===== src/rtl/fetch_pkg.sv =====
// Shared types and constants for the instruction-fetch sequencer.
// Holds the FSM state type, the reset vector default and the PC step size.
package fetch_pkg;

    typedef enum logic {
        REQ  = 1'b0,
        WAIT = 1'b1
    } fetch_state_t;

    localparam logic [31:0] RESET_VECTOR_DEFAULT = 32'hBFC00000;
    localparam int unsigned PC_STEP              = 4;

endpackage


===== src/rtl/fetch_sequencer.sv =====
// Instruction-fetch controller: owns the PC, issues one outstanding imem request at a time
// and presents each fetched instruction to decode through a single registered output slot.
module fetch_sequencer
    import fetch_pkg::*;
#(
    parameter int unsigned      WIDTH        = 32,
    parameter logic [WIDTH-1:0] RESET_VECTOR = WIDTH'(RESET_VECTOR_DEFAULT)
) (
    input  logic             clk,
    input  logic             rst,
    input  logic             stall,
    input  logic             redirect_valid,
    input  logic [WIDTH-1:0] redirect_addr,
    output logic             imem_req,
    output logic [WIDTH-1:0] imem_addr,
    input  logic             imem_ready,
    input  logic             imem_rvalid,
    input  logic [WIDTH-1:0] imem_rdata,
    output logic             if_valid,
    output logic [WIDTH-1:0] if_pc,
    output logic [WIDTH-1:0] if_pc_plus4,
    output logic [WIDTH-1:0] if_instr
);

    fetch_state_t     state_r;
    fetch_state_t     state_s;
    logic [WIDTH-1:0] pc_r;
    logic [WIDTH-1:0] pc_s;
    logic             drop_r;
    logic             drop_s;
    logic             if_valid_r;
    logic             if_valid_s;
    logic [WIDTH-1:0] if_pc_r;
    logic [WIDTH-1:0] if_pc_s;
    logic [WIDTH-1:0] if_pc_plus4_r;
    logic [WIDTH-1:0] if_pc_plus4_s;
    logic [WIDTH-1:0] if_instr_r;
    logic [WIDTH-1:0] if_instr_s;

    logic             req_s;
    logic             accept_s;
    logic             consume_s;
    logic [WIDTH-1:0] target_s;
    logic [WIDTH-1:0] pc_inc_s;
    logic             redirect_lsb_unused_s;

    // Redirect targets are word aligned; the low address bits are discarded.
    assign target_s              = {redirect_addr[WIDTH-1:2], 2'b00};
    assign redirect_lsb_unused_s = ^redirect_addr[1:0];
    assign pc_inc_s              = pc_r + WIDTH'(PC_STEP);

    // Request only when idle, not being redirected, and the slot will have room.
    always_comb begin
        req_s = 1'b0;
        if (state_r == REQ) begin
            req_s = !redirect_valid && (!if_valid_r || !stall);
        end else begin
            req_s = 1'b0;
        end
    end

    assign accept_s  = req_s && imem_ready;
    assign consume_s = if_valid_r && !stall;

    // Next-state logic: redirect beats response, response beats slot consumption.
    always_comb begin
        state_s       = state_r;
        pc_s          = pc_r;
        drop_s        = drop_r;
        if_valid_s    = if_valid_r;
        if_pc_s       = if_pc_r;
        if_pc_plus4_s = if_pc_plus4_r;
        if_instr_s    = if_instr_r;
        if (redirect_valid) begin
            pc_s       = target_s;
            if_valid_s = 1'b0;
            case (state_r)
                REQ: begin
                    state_s = REQ;
                end
                WAIT: begin
                    if (imem_rvalid) begin
                        state_s = REQ;
                        drop_s  = 1'b0;
                    end else begin
                        // The in-flight response is wrong-path; mark it for discard.
                        state_s = WAIT;
                        drop_s  = 1'b1;
                    end
                end
                default: begin
                    state_s = REQ;
                    drop_s  = 1'b0;
                end
            endcase
        end else begin
            if (consume_s) begin
                if_valid_s = 1'b0;
            end else begin
                if_valid_s = if_valid_r;
            end
            case (state_r)
                REQ: begin
                    if (accept_s) begin
                        state_s = WAIT;
                    end else begin
                        state_s = REQ;
                    end
                end
                WAIT: begin
                    if (imem_rvalid) begin
                        state_s = REQ;
                        drop_s  = 1'b0;
                        if (!drop_r) begin
                            if_valid_s    = 1'b1;
                            if_pc_s       = pc_r;
                            if_pc_plus4_s = pc_inc_s;
                            if_instr_s    = imem_rdata;
                            pc_s          = pc_inc_s;
                        end else begin
                            pc_s = pc_r;
                        end
                    end else begin
                        state_s = WAIT;
                    end
                end
                default: begin
                    state_s = REQ;
                    drop_s  = 1'b0;
                end
            endcase
        end
    end

    // State, PC and output-slot registers.
    always_ff @(posedge clk) begin
        if (rst) begin
            state_r       <= REQ;
            pc_r          <= RESET_VECTOR;
            drop_r        <= 1'b0;
            if_valid_r    <= 1'b0;
            if_pc_r       <= {WIDTH{1'b0}};
            if_pc_plus4_r <= {WIDTH{1'b0}};
            if_instr_r    <= {WIDTH{1'b0}};
        end else begin
            state_r       <= state_s;
            pc_r          <= pc_s;
            drop_r        <= drop_s;
            if_valid_r    <= if_valid_s;
            if_pc_r       <= if_pc_s;
            if_pc_plus4_r <= if_pc_plus4_s;
            if_instr_r    <= if_instr_s;
        end
    end

    assign imem_req    = req_s;
    assign imem_addr   = pc_r;
    assign if_valid    = if_valid_r;
    assign if_pc       = if_pc_r;
    assign if_pc_plus4 = if_pc_plus4_r;
    assign if_instr    = if_instr_r;

endmodule


===== config.mk =====
export PLATFORM = sky130hd
export DESIGN_NAME = fetch_sequencer
export DESIGN_NICKNAME = d
export VERILOG_FILES = /design/src/rtl/fetch_pkg.sv /design/src/rtl/fetch_sequencer.sv
export SDC_FILE = /design/constraint.sdc
export NUM_CORES = 1
export LEC_CHECK = 0
export CAP_MARGIN = 25
export CORE_MARGIN = 3
export CORE_UTILIZATION = 42
export CTS_BUF_LIST = sky130_fd_sc_hd__clkbuf_4 sky130_fd_sc_hd__clkbuf_8
export DETAILED_ROUTE_END_ITERATION = 8
export HOLD_SLACK_MARGIN = 0.03
export MAX_ROUTING_LAYER = met4
export PLACE_DENSITY = 0.78
export SETUP_SLACK_MARGIN = 0.2
export SYNTH_ARGS = -nofsm -noshare
export SYNTH_HDL_FRONTEND = slang
export SYNTH_SLANG_ARGS = --single-unit
export TNS_END_PERCENT = 50

===== constraint.sdc =====
create_clock -name clk -period 2 [get_ports clk]
set_input_delay 0.2 -clock clk [delete_from_list [all_inputs] [get_ports clk]]
set_output_delay 0.2 -clock clk [all_outputs]
set_load 0.01 [all_outputs]

Yosys cells after proc, flatten, opt, wreduce, memory -nomap -nowiden --
Index checks and enable logic that the tools add are counted.
Storage, ports and cells: flip-flop bits (word level) 131, bits of input ports 70, word-level logic and storage cells 45
Operators by class: add/sub/neg operators 1, equality and inequality tests 1, muxes and demuxes 18, bitwise gates (word level) 3, reductions and logical operators 14
Operators with widths (count):
- 32-bit two-way mux | 4
- 32-bit by 3-bit adder with 32-bit output, second input constant | 1
- 1-bit two-way mux | 12
- 3-bit AND reduction | 2
- 1-bit case mux with 2 select lines | 2
- 4-bit AND reduction | 1
- 2-bit nonzero test | 2
- 1-bit logical AND | 3
- 1-bit zero test | 3
- 1-bit NOT | 3
- 2-bit inequality test, second input constant | 1
- 2-bit AND reduction | 1
- 2-bit OR reduction | 1
- 1-bit logical OR | 1

Depth between registers and ports, before layout --
Gate-level depths: netlist of the first run.
depth after elaboration 8, gate-level depth with buffers 7, gate-level depth less buffers 5

Worst setup path before layout of the first run --
Ideal clock, no wire load.
path kind reg2reg, start register pc_r[2] (netlist: imem_addr[2]), end register if_pc_plus4_r[26] (netlist: if_pc_plus4[26]), data arrival time 2152 ps, setup slack -243 ps, stages on the path, launching flop included 6, buffers on the path 0, period minus slack after synthesis 2243 ps, cells stage by stage dfxtp_1 ha_1 nand4_2 or4_1 or4_1 a311oi_1
Between the ends: word-level cells in the longest chain between the ends 1
Ends and longest elaborated chain:
- start: declaration | RTL line fetch_sequencer.sv:27 | logic [WIDTH-1:0] pc_r;
- start signal: assignment | RTL line fetch_sequencer.sv:147 | pc_r <= pc_s;
- 32-bit by 3-bit adder with 32-bit output | RTL line fetch_sequencer.sv:50 | assign pc_inc_s = pc_r + WIDTH'(PC_STEP);
- end signal: assignment | RTL line fetch_sequencer.sv:143 | if_pc_plus4_r <= {WIDTH{1'b0}};
- end signal: assignment | RTL line fetch_sequencer.sv:151 | if_pc_plus4_r <= if_pc_plus4_s;
- end: declaration | RTL line fetch_sequencer.sv:35 | logic [WIDTH-1:0] if_pc_plus4_r;
Every way passes these cells. A chain may end at the register's enable or synchronous reset.

Worst setup path after layout of the first run --
start register pc_r[10] (netlist: imem_addr[10]), end register if_pc_plus4_r[21] (netlist: if_pc_plus4[21])
The elaborated chain is that of the path after synthesis.

==> results of run 1 <==
-- through the flow --
| stage | power [mW] | setup slack (ns) |
|---|---|---|
| 2_1_floorplan | 3.07 | 0.0898 |
| 3_3_place_gp | 3.50 | -0.0973 |
| 3_5_place_dp | 3.51 | -0.143 |
| 4_1_cts | 5.58 | 0.118 |
| 5_1_grt | 5.79 | 0.0495 |
| 6_report | 5.57 | 0.119 |
-- placed cells by master (no fill, tap or decap), types with 3 or more instances in the layout --
master,n
sky130_fd_sc_hd__clkdlybuf4s50_1,189
sky130_fd_sc_hd__nand2_1,142
sky130_fd_sc_hd__dfxtp_1,105
sky130_fd_sc_hd__buf_4,84
sky130_fd_sc_hd__a21oi_1,70
sky130_fd_sc_hd__nor2_1,55
sky130_fd_sc_hd__a211oi_1,26
sky130_fd_sc_hd__a311oi_1,24
sky130_fd_sc_hd__nor3_1,23
sky130_fd_sc_hd__clkbuf_8,19
sky130_fd_sc_hd__nand3_1,17
sky130_fd_sc_hd__o21ai_0,14
sky130_fd_sc_hd__dfxtp_2,14
sky130_fd_sc_hd__xnor2_1,12
sky130_fd_sc_hd__nand4_1,11
sky130_fd_sc_hd__or3_1,11
sky130_fd_sc_hd__o31ai_1,11
sky130_fd_sc_hd__or4_1,10
sky130_fd_sc_hd__xor2_1,10
sky130_fd_sc_hd__nor4_1,8
sky130_fd_sc_hd__buf_6,8
sky130_fd_sc_hd__or4_4,7
sky130_fd_sc_hd__nand3b_1,6
sky130_fd_sc_hd__inv_1,6
sky130_fd_sc_hd__conb_1,6
sky130_fd_sc_hd__clkinv_2,6
sky130_fd_sc_hd__dfxtp_4,6
sky130_fd_sc_hd__buf_12,6
sky130_fd_sc_hd__and4_1,5
sky130_fd_sc_hd__clkbuf_4,5
sky130_fd_sc_hd__and3_1,4
sky130_fd_sc_hd__nor3b_1,3
-- sequential cells by signal, indices dropped and copies added (netlist names) --
register / count
imem_addr: 30
if_instr: 32
if_pc: 30
state_r: 1
if_pc_plus4: 30
drop_r: 1
if_valid: 1
-- final cells by class --
| class | count | area share [%] |
|---|---|---|
| multi-input combinational | 514 | 33.6 |
| timing repair buffer | 290 | 31.0 |
| sequential | 125 | 28.6 |
| clock buffer | 23 | 3.28 |
| tap | 172 | 2.42 |
| clock inverter | 8 | 0.761 |
| inverter | 6 | 0.254 |
-- report_power, final --
group / internal, mW / switching (mW)
clock: 1.08 / 0.975
sequential: 2.57 / 0.0716
combinational: 0.456 / 0.418
total: 4.11 / 1.47
-- logic make-up after synthesis --
| logic type | Yosys count |
|---|---|
| xor gates and xnor gates | 22 |
| AOI/OAI and AO/OA | 159 |
| buffers and inverters | 80 |
| and+or+nand+nor | 326 |
| adders and majority gates | 1 |
| DFF | 125 |
| other | 1 |
-- layer usage --
metal	routed length, µm	GRT usage [%]
met5	0	-
met4	393	8.54
met3	1850	6.68
met2	9200	40.3
met1	8120	32.1
-- critical path: stages (launching register included) --
cell	delay, ns
sky130_fd_sc_hd__dfxtp_4	0.39
sky130_fd_sc_hd__buf_4	0.16
sky130_fd_sc_hd__and4_1	0.22
sky130_fd_sc_hd__nand4_1	0.17
sky130_fd_sc_hd__buf_4	0.21
sky130_fd_sc_hd__or4_1	0.39
sky130_fd_sc_hd__a311oi_1	0.26
-- what timing repair did --
action / in CTS / in global routing
gates resized for setup: 19 / 16
endpoints found under the setup margin: 26 / 33
setup buffers: 12 / 23
gates cloned: 0 / 1
pin swaps: 12 / 11
-- how the worst max path moves through the flow --
| stage | start | cells after the start | slack (ns) | end |
|---|---|---|---|---|
| 6_report | imem_addr[10]$_SDFFE_PP0P_ | 6 | 0.12 | if_pc_plus4[21]$_SDFFE_PP0P_ |
| 2_1_floorplan | imem_addr[2]$_SDFFE_PP0P_ | 5 | 0.09 | if_pc_plus4[26]$_SDFFE_PP0P_ |
| 4_1_cts | imem_addr[17]$_SDFFE_PP0P_ | 5 | 0.12 | if_pc_plus4[23]$_SDFFE_PP0P_ |
| 3_5_place_dp | imem_rvalid | 5 | -0.14 | imem_addr[31]$_SDFFE_PP1P_ |
| 3_3_place_gp | imem_rvalid | 5 | -0.1 | imem_addr[31]$_SDFFE_PP1P_ |
| 5_1_grt | imem_addr[5]$_SDFFE_PP0P_ | 5 | 0.05 | if_pc_plus4[31]$_SDFFE_PP0P_ |
==> impl_metrics.csv, run 1 <==
group,metric,value,unit
setup_path,r2r-start,"imem_addr[10]$_SDFFE_PP0P_",
synth,synth_warnings,0,
synth,share_of_the_synthesized_area_in_compound_gates_ao_oa_aoi_oai,18.1,%
setup_path,critical_path.reg2reg.endpoint,"if_pc_plus4[21]$_SDFFE_PP0P_",
setup_path,setup.worst_path.class,"reg2reg",
cts,tritoncts,"done",
timing,finalCritPeriodShare,94.1,%
min_path,min_to,"if_pc_plus4[23]$_SDFFE_PP0P_",
timing,totalNegativeSetupSlack,0,ns
timing,grt_setup_unrepaired,"yes",
global_routing,grt_antenna_before_repair,0,
setup_path,end_kind,"flop",
routing,total_routed_length,19600,µm
cts,ctsHtreeMaxLevel,4,
cts,postCtsHoldBufs,0,
synth,synth.cell_area,5680,µm²
cts,clock_tree_root_driver_cell,"sky130_fd_sc_hd__clkbuf_8",
setup_path,r2r_setup_slack,0.12,ns
synth,avgSynthCellArea,7.96,µm²
global_routing,first_global_vias,5753,
synth,yosysTopAreaCellShare,44.0,%
die,die_w,122,µm
global_routing,grt_start_max_net_pins,63,
cts,path_clk_slew,0.07,ns
setup_path,critPathLaunchType,"flop",
setup_path,worstPathMaxFanout,6,
setup_path,arrival_worst_endpoint,2.24,ns
min_path,timing.hold.worst.class,"in2reg",
cells_and_area,antennaDiodeCount,0,
routing,detail-route-antenna-nets,0,
cells_and_area,synthToLayoutAreaGrowth,56.2,%
pwr,vdd_drop_max,0.000381,V
timing,timing.final.setup_violations,0,
cells_and_area,multiInputGateArea,2980,µm²
synth,postSynthCellCount,714,
timing,timing.clock.skew,0.00871,ns
die,std_cell_rows,41,
timing,final-hold-violation-count,0,
die,chipHeight,122,µm
timing,final.min_clock_period,1.88,ns
timing,report.final.slew_viol_count,0,
die,ios,200,
routing,wl_per_cell,17.2,µm
min_path,whs_path_depth,2,
synth,ys_dominant_reg_cell,"sky130_fd_sc_hd__dfxtp_1",
timing,slew_headroom,59.5,%
synth,muxShareOfSynthArea,0,%
cells_and_area,layout-drive-gt1-share,18.8,%
routing,post-route-drc-count,0,
synth,synth-async-reset-ratio,0,%
cells_and_area,stdcell_area,8880,µm²
synth,synth_xor_area_share,3.39,%
synth,synth.area.top_cells,"sky130_fd_sc_hd__dfxtp_1 44%, sky130_fd_sc_hd__nand2_1 9.5%, sky130_fd_sc_hd__a21oi_1 6.2%",
setup_path,timing.reg2reg.worst_path_depth,6,
place,dp.cells,1071,
routing,via_density_per_instance,5.54,
synth,ys_ff_latch,125,
status,status,"finished, final reports clean",
cells_and_area,finish.utilization,68.7,%
synth,yosysMostFrequentCell,"sky130_fd_sc_hd__nand2_1",
cells_and_area,layout.area.seq,2540,µm²
cells_and_area,instances_no_fill,1138,
place,postPlaceCellArea,8120,µm²
cts,cts.path.max_buffers,2,
synth,ys_seq_area_share,44.0,%
cts,clkLatencyLatePin,0.44,ns
setup_path,required,2.35,ns
die,die_area,15000,µm²
synth,synth_fa_ha_area_share,0.220,%
synth,yosysUniqueCellTypes,53,
synth,synth_area_leader_cell,"sky130_fd_sc_hd__dfxtp_1",
routing,drt-pass1-iter-count,5,
global_routing,total_grt_overflow,0,
cts,clkSinkCount,125,
cells_and_area,nNetsFinal,1025,
die,design.core.area,12900,µm²
global_routing,grt_pass1_wl,29300,µm
die,initial_utilization,44.0,%
min_path,hold_sp,"rst",
timing,worst-slew-pin-transition,0.607,ns
timing,max_clock_freq,0.532,GHz
cts,cts_inserted_buffers,17,
synth,synth_top_family_by_area,"simple AND/OR/NAND/NOR gates",
synth,synth_top_cells_by_count,"144 x sky130_fd_sc_hd__nand2_1, 125 x sky130_fd_sc_hd__dfxtp_1, 70 x sky130_fd_sc_hd__a21oi_1",
synth,synth_edf_count,0,
routing,detail_route.iter0.violations,565,
global_routing,global_route.usage.total,25.6,%
cells_and_area,num-fill-cells,1047,
place,port_buffers,191,
place,gpl.final_weighted_congestion,0.877,
routing,via_count,6302,
synth,yosys.area_share.simple,27.9,%
pwr,power_per_cell_area,628,nW/µm²
pwr,power.static_leakage,3.03,nW
job,drv_cap,0,
place,hpwl_dp,13100,µm
timing,final.hold.worst_slack,0.0770,ns
(Power assumes the default switching activity.)
==> run 2: changes to the inputs <==
- clock period: 2 -> 1.6 ns (I/O delays scaled with it)
==> run 2 against run 1 <==
The flow now finishes with violations (setup timing). Worst setup slack got worse by 0.54 ns. Flip-flop and latch count unchanged. Register-to-register slack lost 0.54 ns. Clock power up 58%. Critical path type unchanged. Wire length rose by 48%. First-iteration DRC count rose by 70%. Sequential share of layout area fell by 4.7 points. Combinational power up 63%.
==> impl_metrics.csv, run 2 (synthesized netlist as in run 1, its figures left out) <==
group,metric,value,unit
pwr,vdd_drop_max,0.000859,V
routing,via_density_per_instance,6.19,
die,die_w,122,µm
routing,top_layer,"met4",
timing,report.final.slew_viol_count,0,
global_routing,total_grt_overflow,0,
cts,cts_inserted_buffers,17,
die,ios,200,
timing,layout_setup_ws,-0.417,ns
timing,max_clock_freq,0.496,GHz
cts,path_clk_slew,0.09,ns
setup_path,end_kind,"flop",
global_routing,grt_start_max_net_pins,65,
cells_and_area,layout-drive-gt1-share,40.6,%
die,design.core.area,12900,µm²
cells_and_area,largest_register_ffs,32,
cts,ctsHtreeMaxLevel,4,
routing,sum_of_met3_wire_segment_lengths_after_detailed_routing,3530,µm
timing,finalCritPeriodShare,126,%
place,gpl.final_weighted_congestion,0.879,
global_routing,first_global_vias,6978,
routing,drt-pass1-iter-count,8,
setup_path,slowest_delay,0.55,ns
global_routing,grt_antenna_before_repair,0,
timing,final.min_clock_period,2.02,ns
cells_and_area,layout_commonest_cell,"sky130_fd_sc_hd__buf_4",
place,postPlaceCellArea,8590,µm²
timing,totalNegativeSetupSlack,-20.29,ns
die,chipHeight,122,µm
place,hpwl_dp,13600,µm
timing,final-hold-violation-count,0,
global_routing,global_route.usage.total,33.3,%
timing,slew_headroom,62.7,%
place,dp.cells,1122,
timing,timing.clock.skew,0.0162,ns
status,violations,"setup timing",
cts,clock_tree_root_driver_cell,"sky130_fd_sc_hd__clkbuf_8",
setup_path,critPathLaunchType,"flop",
pwr,power_per_cell_area,742,nW/µm²
die,std_cell_rows,41,
routing,wl_per_cell,23.5,µm
setup_path,crit_path_top_delay_cell,"sky130_fd_sc_hd__or4_1",
cells_and_area,commonest_cells_after_routing_fill_and_taps_aside,"117 x sky130_fd_sc_hd__buf_4, 104 x sky130_fd_sc_hd__nand2_1, 100 x sky130_fd_sc_hd__dlygate4sd2_1, 98 x sky130_fd_sc_hd__dfxtp_1, 66 x sky130_fd_sc_hd__clkdlybuf4s50_1",
min_path,timing.hold.worst.class,"in2reg",
timing,worst-slew-pin-transition,0.560,ns
cells_and_area,num-fill-cells,694,
cts,clkLatencyLatePin,0.47,ns
place,port_buffers,191,
setup_path,worstPathMaxFanout,9,
status,status,"finished with violations",
cts,tritoncts,"done",
routing,detail_route.iter0.violations,958,
routing,via_count,7644,
routing,route.layer.met1.wl,10100,µm
pwr,power.static_leakage,4.49,nW
pwr,post-layout-total-power,7.99,mW
cts,clkSinkCount,125,
die,initial_utilization,44.0,%
routing,total_routed_length,29000,µm
cells_and_area,synthToLayoutAreaGrowth,89.5,%
cells_and_area,nNetsFinal,1120,
setup_path,arrival_worst_endpoint,2.38,ns
setup_path,required,1.96,ns
timing,timing.final.setup_violations,113,
setup_path,setup.worst_path.class,"reg2reg",
routing,met2_wirelength,13200,µm
cells_and_area,instances_no_fill,1234,
cells_and_area,stdcell_area,10800,µm²
die,die_area,15000,µm²
cells_and_area,antennaDiodeCount,0,
global_routing,grt_pass1_wl,37600,µm
routing,post-route-drc-count,0,
job,drv_cap,0,
place,placement.setup.worst_slack,-0.393,ns
cts,cts.path.max_buffers,2,
routing,detail-route-antenna-nets,0,
setup_path,crit_path_cell_trace,"nand4_4, or3_4, buf_8, or4_1, a311oi_1",
timing,grt_setup_unrepaired,"yes",
## run 2: cell types whose count changed in the layout (fill, tap and decap cells not counted), moves of 16 or more
cell / previous run / this run
sky130_fd_sc_hd__a211oi_1: 26 / 10
sky130_fd_sc_hd__a211oi_2: 0 / 16
sky130_fd_sc_hd__a21oi_1: 70 / 51
sky130_fd_sc_hd__a21oi_2: 0 / 19
sky130_fd_sc_hd__buf_4: 84 / 117
sky130_fd_sc_hd__buf_6: 8 / 52
sky130_fd_sc_hd__clkdlybuf4s50_1: 189 / 66
sky130_fd_sc_hd__dlygate4sd2_1: 1 / 100
sky130_fd_sc_hd__nand2_1: 142 / 104
sky130_fd_sc_hd__nand2_2: 1 / 31
## run 2: metrics by stage
stage / hold WS (ns) / util [%]
finish: 0.181 / 83.3
global route: 0.155 / 83.3
CTS: 0.169 / 78.8
detailed placement: 0.446 / 66.4
global placement: 0.440 / 66.4
floorplan: 0.260 / -
## run 2: critical path: cells and delay by family, from the launching register on
family,cells,cell delay [ns]
simple gates,3,1.06
flops,1,0.40
buf+inv,1,0.15
compound gates,1,0.29
## run 2: path summary, 6_finish.rpt
path / endpoint / slack [ns] / cells after the start / startpoint
worst max-delay path: if_pc_plus4[26]$_SDFFE_PP0P_ / -0.42 / 5 / imem_addr[14]$_SDFFE_PP0P_
worst min register to register: if_instr[11]$_SDFFE_PP0P_ / 0.45 / 2 / if_instr[11]$_SDFFE_PP0P_
worst min-delay path: imem_addr[24]$_SDFFE_PP1P_ / 0.18 / 3 / rst
worst max register to register: if_pc_plus4[26]$_SDFFE_PP0P_ / -0.42 / 5 / imem_addr[14]$_SDFFE_PP0P_
## run 2: layout make-up
class | count | area (µm²) | share of cell area (%)
Inverter | 6 | 22.5 | 0.209
Multi-Input combinational cell | 514 | 3720 | 34.6
Tap cell | 172 | 215 | 2.00
Clock inverter | 13 | 189 | 1.75
Sequential cell | 125 | 2570 | 23.9
Timing Repair Buffer | 385 | 3790 | 35.2
Clock buffer | 19 | 262 | 2.43
## run 2: layer usage
metal | global-route usage [%] | vias to the layer above
li1 | - | 3213
met2 | 54.8 | 650
met1 | 38.6 | 3560
met4 | 16.1 | 0
met3 | 7.37 | 221
met5 | - | -
## run 2: timing repair
item                       CTS  global route
setup buffers               44            24
gates resized for setup    321           116
setup endpoints to repair  242           147
hold buffers                 1             0
pin swaps                   91            36
hold endpoints to repair     3             0
cloned                      11             0
## run 2: power by group
| part | internal [mW] | switching (mW) |
|---|---|---|
| combinational | 0.694 | 0.740 |
| sequential | 3.21 | 0.106 |
| clock | 1.79 | 1.46 |
| total | 5.69 | 2.30 |
==> run 3: changes to the inputs <==
- CTS_CLUSTER_SIZE: not set -> 28
==> results of run 3 <==
The final DEF is identical to that of run 2; final timing and power are the same.
